==> src/rtl/fetch_decode_queue_pkg.sv <==
// Shared constants for the fetch/decode queue: canonical NOP encoding and default depth.
package fetch_decode_queue_pkg;

  localparam int          FDQ_DEFAULT_DEPTH = 2;
  localparam logic [31:0] NOP_INSTR         = 32'h00000013;  // addi x0, x0, 0

endpackage

==> src/rtl/fetch_decode_queue_storage.sv <==
// fdq_storage: DEPTH x WIDTH register array, one synchronous write port,
// one asynchronous read port, asynchronous active-low clear.
module fdq_storage #(
  parameter int DEPTH = 2,
  parameter int WIDTH = 64
) (
  input  logic                     clk,
  input  logic                     rst_n,
  input  logic                     wr_en,
  input  logic [$clog2(DEPTH)-1:0] wr_addr,
  input  logic [WIDTH-1:0]         wr_data,
  input  logic [$clog2(DEPTH)-1:0] rd_addr,
  output logic [WIDTH-1:0]         rd_data
);

  logic [WIDTH-1:0] mem [DEPTH];

  always_ff @(posedge clk or negedge rst_n) begin
    if (!rst_n) begin
      for (int i = 0; i < DEPTH; i++) mem[i] <= '0;
    end else if (wr_en) begin
      mem[wr_addr] <= wr_data;
    end
  end

  assign rd_data = mem[rd_addr];

endmodule

==> src/rtl/fetch_decode_queue.sv <==
// Instruction buffer between fetch and decode: circular queue of {pc, instr} with
// single-cycle flush. Optional macro FDQ_NOP_BUBBLE_EN presents a NOP bubble when empty.
module fetch_decode_queue
  import fetch_decode_queue_pkg::*;
#(
  parameter int DEPTH = FDQ_DEFAULT_DEPTH,
  parameter int XLEN  = 32
) (
  input  logic                     clk,
  input  logic                     rst_n,
  input  logic                     in_valid,
  output logic                     in_ready,
  input  logic [XLEN-1:0]          in_pc,
  input  logic [XLEN-1:0]          in_instr,
  input  logic                     flush,
  output logic                     out_valid,
  input  logic                     out_ready,
  output logic [XLEN-1:0]          out_pc,
  output logic [XLEN-1:0]          out_instr,
  output logic [$clog2(DEPTH):0]   count
);

  localparam int AW = $clog2(DEPTH);
  localparam int CW = $clog2(DEPTH) + 1;

  logic [AW-1:0]     wr_ptr;
  logic [AW-1:0]     rd_ptr;
  logic [2*XLEN-1:0] rd_data;
  logic              full;
  logic              empty;
  logic              push;
  logic              pop;

  // Handshake flags depend only on the count register, never on in_valid/out_ready.
  assign full      = (count == CW'(DEPTH));
  assign empty     = (count == '0);
  assign in_ready  = !full;
  assign out_valid = !empty;
  assign push      = in_valid & in_ready;
  assign pop       = out_valid & out_ready;

  fdq_storage #(
    .DEPTH (DEPTH),
    .WIDTH (2*XLEN)
  ) u_storage (
    .clk     (clk),
    .rst_n   (rst_n),
    .wr_en   (push & ~flush),
    .wr_addr (wr_ptr),
    .wr_data ({in_pc, in_instr}),
    .rd_addr (rd_ptr),
    .rd_data (rd_data)
  );

  always_ff @(posedge clk or negedge rst_n) begin
    if (!rst_n) begin
      wr_ptr <= '0;
      rd_ptr <= '0;
      count  <= '0;
    end else if (flush) begin
      wr_ptr <= '0;
      rd_ptr <= '0;
      count  <= '0;
    end else begin
      if (push) wr_ptr <= wr_ptr + AW'(1);
      if (pop)  rd_ptr <= rd_ptr + AW'(1);
      case ({push, pop})
        2'b10:   count <= count + CW'(1);
        2'b01:   count <= count - CW'(1);
        default: count <= count;
      endcase
    end
  end

`ifdef FDQ_NOP_BUBBLE_EN
  always_comb begin
    out_pc    = rd_data[2*XLEN-1:XLEN];
    out_instr = rd_data[XLEN-1:0];
    if (!out_valid) begin
      out_pc    = '0;
      out_instr = XLEN'(NOP_INSTR);
    end
  end
`else
  assign out_pc    = rd_data[2*XLEN-1:XLEN];
  assign out_instr = rd_data[XLEN-1:0];
`endif

endmodule

==> config.mk <==
export PLATFORM = sky130hd
export DESIGN_NAME = fetch_decode_queue
export DESIGN_NICKNAME = d
export VERILOG_FILES = /design/src/rtl/fetch_decode_queue_pkg.sv /design/src/rtl/fetch_decode_queue_storage.sv /design/src/rtl/fetch_decode_queue.sv
export SDC_FILE = /design/constraint.sdc
export NUM_CORES = 1
export LEC_CHECK = 0
export CORE_UTILIZATION = 25
export DETAILED_ROUTE_END_ITERATION = 10
export SLEW_MARGIN = 20
export SYNTH_ARGS = -nofsm -noshare
export SYNTH_HDL_FRONTEND = slang
export SYNTH_SLANG_ARGS = --single-unit
==> constraint.sdc <==
create_clock -name clk -period 5.4 [get_ports clk]
set_clock_uncertainty 0.15 [all_clocks]
set_input_delay 1.08 -clock clk [delete_from_list [all_inputs] [get_ports clk]]
set_output_delay 1.08 -clock clk [all_outputs]
set_load 0.02 [all_outputs]
==> impl_metrics.json <==
{
  "cap_violations": 0,
  "drive_above_1_share": 0.4566,
  "setup_tns_ps": 0,
  "cp-start-kind": "register",
  "yosys.area.top_type_share": 0.5570,
  "cp_data_arrival_time_ps": 2820,
  "crit_chain": "buf_4 > mux2_2 > clkdlybuf4s50_1",
  "finalCriticalPeriod_ps": 4050,
  "grt_pass1_wl_um": 20760,
  "wl_per_cell_um": 15.47,
  "ys_seq_area_frac": 0.5570,
  "port_buffers": 136,
  "hold_path.class": "register to register",
  "slowest_delay_ps": 780,
  "ant_nets": 0,
  "syn_nets": 434,
  "power_density_nw_per_um2": 435.8,
  "leakagePower_nw": 3.458,
  "syn_to_final_growth_pct": 39.70,
  "status": "finished clean",
  "die_h_um": 156.0,
  "start_util": 0.2580,
  "die_x_um": 156.0,
  "critPathMaxFanout": 40,
  "fmax_ghz": 0.2469,
  "drv_slew": 0,
  "ys_types": 23,
  "numClockSinks": 132,
  "drtIter0Drc": 113,
  "drc": 0,
  "cts.htree.levels": 4,
  "io_pins": 137,
  "dieArea_um2": 24340,
  "finalPower_mw": 3.611,
  "period_share": 0.7501,
  "layout.nets": 575,
  "core_area_um2": 22980,
  "routed_wirelength_um": 12870,
  "grt-ovfl-total": 0,
  "cp.required_ps": 4170,
  "rsz0062_at_grt": "no",
  "worstMarginPinSlew_ps": 941.1,
  "path_class": "register to primary output",
  "vias": 3494,
  "gp_congestion": 0.7167,
  "grt_usage": 0.1112,
  "synth-seq-cells": 132,
  "via_per_inst": 4.200,
  "insertedDiodeCount": 0,
  "setup_violations": 0,
  "grt_pass1_vias": 3942,
  "cp-end-kind": "primary output",
  "root_buffer": "clkbuf_16",
  "hold_viol": 0,
  "cts.hold.buffers_added": 0,
  "synthTopCellsByArea": "dfrtp_1 (56%), mux2_2 (27%), mux2_4 (13%)",
  "post_cts_buffers": 0,
  "post_cts_resized": 0,
  "nFillCells": 2245,
  "synth_area_per_cell_um2": 16.25,
  "yosysTopAreaCell": "dfrtp_1",
  "dp_hpwl_um": 8011,
  "numCtsBuffers": 17,
  "irDropWorstVdd_v": 0.0001794,
  "crit_path_top_delay_cell": "dfrtp_2",
  "rows": 55,
  "utilization": 0.3605,
  "yosys_warnings": 0,
  "path_clk_slew_ps": 60,
  "syn-cell-area_um2": 5931,
  "clk_path_buf_depth": 2,
  "firstDrtPassIters": 3,
  "insertion_delay_ps": 410,
  "cts_tree": "yes",
  "grt_max_degree": 133,
  "synthCells": 365,
  "antenna_found_initial": 0,
  "worst_slew_margin_rel": 0.3726
}
-- power breakdown --
part	internal, mW	switching (mW)
Clock	0.839	0.445
Combinational	0.588	0.383
Sequential	1.23	0.125
-- worst paths after layout --
check / start / endpoint / slack (ps) / cells after the start
worst max register to register: count[0] / u_storage.mem[66] / 2950 / 4
min in group asynchronous: rst_n / u_storage.mem[95] / 600 / 2
max in group asynchronous: rst_n / u_storage.mem[6] / 3890 / 2
worst max-delay path: rd_ptr / out_instr[5] / 1350 / 3
worst min-delay path: u_storage.mem[112] / u_storage.mem[112] / 340 / 1
worst min register to register: u_storage.mem[112] / u_storage.mem[112] / 340 / 1
-- routing by layer --
metal  vias up  track usage  wire length (um)
li1       1597            -                 -
met1      1788       0.1294              5676
met2       101       0.1879              6301
met3         8      0.04500               777
met4         0      0.03035               112
met5         -            0                 0
-- registers in the layout (all words and copies together) (netlist names) --
register       cells
wr_ptr             1
rd_ptr             1
count              2
u_storage.mem    128
-- final cells by class --
cell class / instances / area, um2 / share of cell area
multi-input combinational: 211 / 2491 / 0.3007
inverter: 2 / 7.507 / 0.0009061
clock buffer: 22 / 494.2 / 0.05965
clock inverter: 10 / 167.7 / 0.02024
timing repair buffer: 142 / 1429 / 0.1725
sequential: 132 / 3304 / 0.3988
tap: 313 / 391.6 / 0.04727
-- synthesized netlist by cell type --
cell        n
mux2_2    141
dfrtp_1   132
mux2_4     50
buf_2       7
clkbuf_1    7
buf_6       6
a21oi_1     4
o21ai_0     2
or2_2       2
a21o_1      1
and2b_2     1
inv_1       1
inv_2       1
mux2_1      1
mux2i_1     1
nand3b_1    1
nand4b_1    1
nor2_1      1
nor3b_1     1
nor4_4      1
o211ai_1    1
or3_2       1
xor2_1      1
-- critical path: cells and delay by family, from the launching register on --
family                 cells  cell delay [ps]
muxes                      1              420
DFF                        1              780
buffers and inverters      2             1150
-- kinds of logic after synthesis --
group                     share of synthesized area
xor gates and xnor gates                   0.001477
buffers and inverters                       0.02299
AOI/OAI and AO/OA                          0.007596
and+or+nand+nor                             0.01308
DFF                                          0.5570
muxes                                        0.3979
-- through the flow --
stage	setup slack, ps	hold WS [ps]	instance area [um2]	instances
CTS	1275	343.4	8285	832
finish	1350	341.5	8285	832
global placement	1750	323.6	7624	800
floorplan	2763	304.1	5931	365
global route	1176	358.4	8285	832
detailed placement	1741	329.7	7624	800
-- cells in the final DEF (no fill, tap or decap), types with 2 or more instances in the layout --
cell type and instances:
a21oi_1 4, buf_12 2, buf_4 5, bufinv_16 4, clkbuf_16 17, clkbuf_8 5, clkdlybuf4s50_1 135, clkinv_4 2
dfrtp_1 131, inv_6 2, mux2_2 141, mux2_4 50, o21ai_0 2, or2_2 2
No activity file was read; power rests on OpenSTA's default activity.
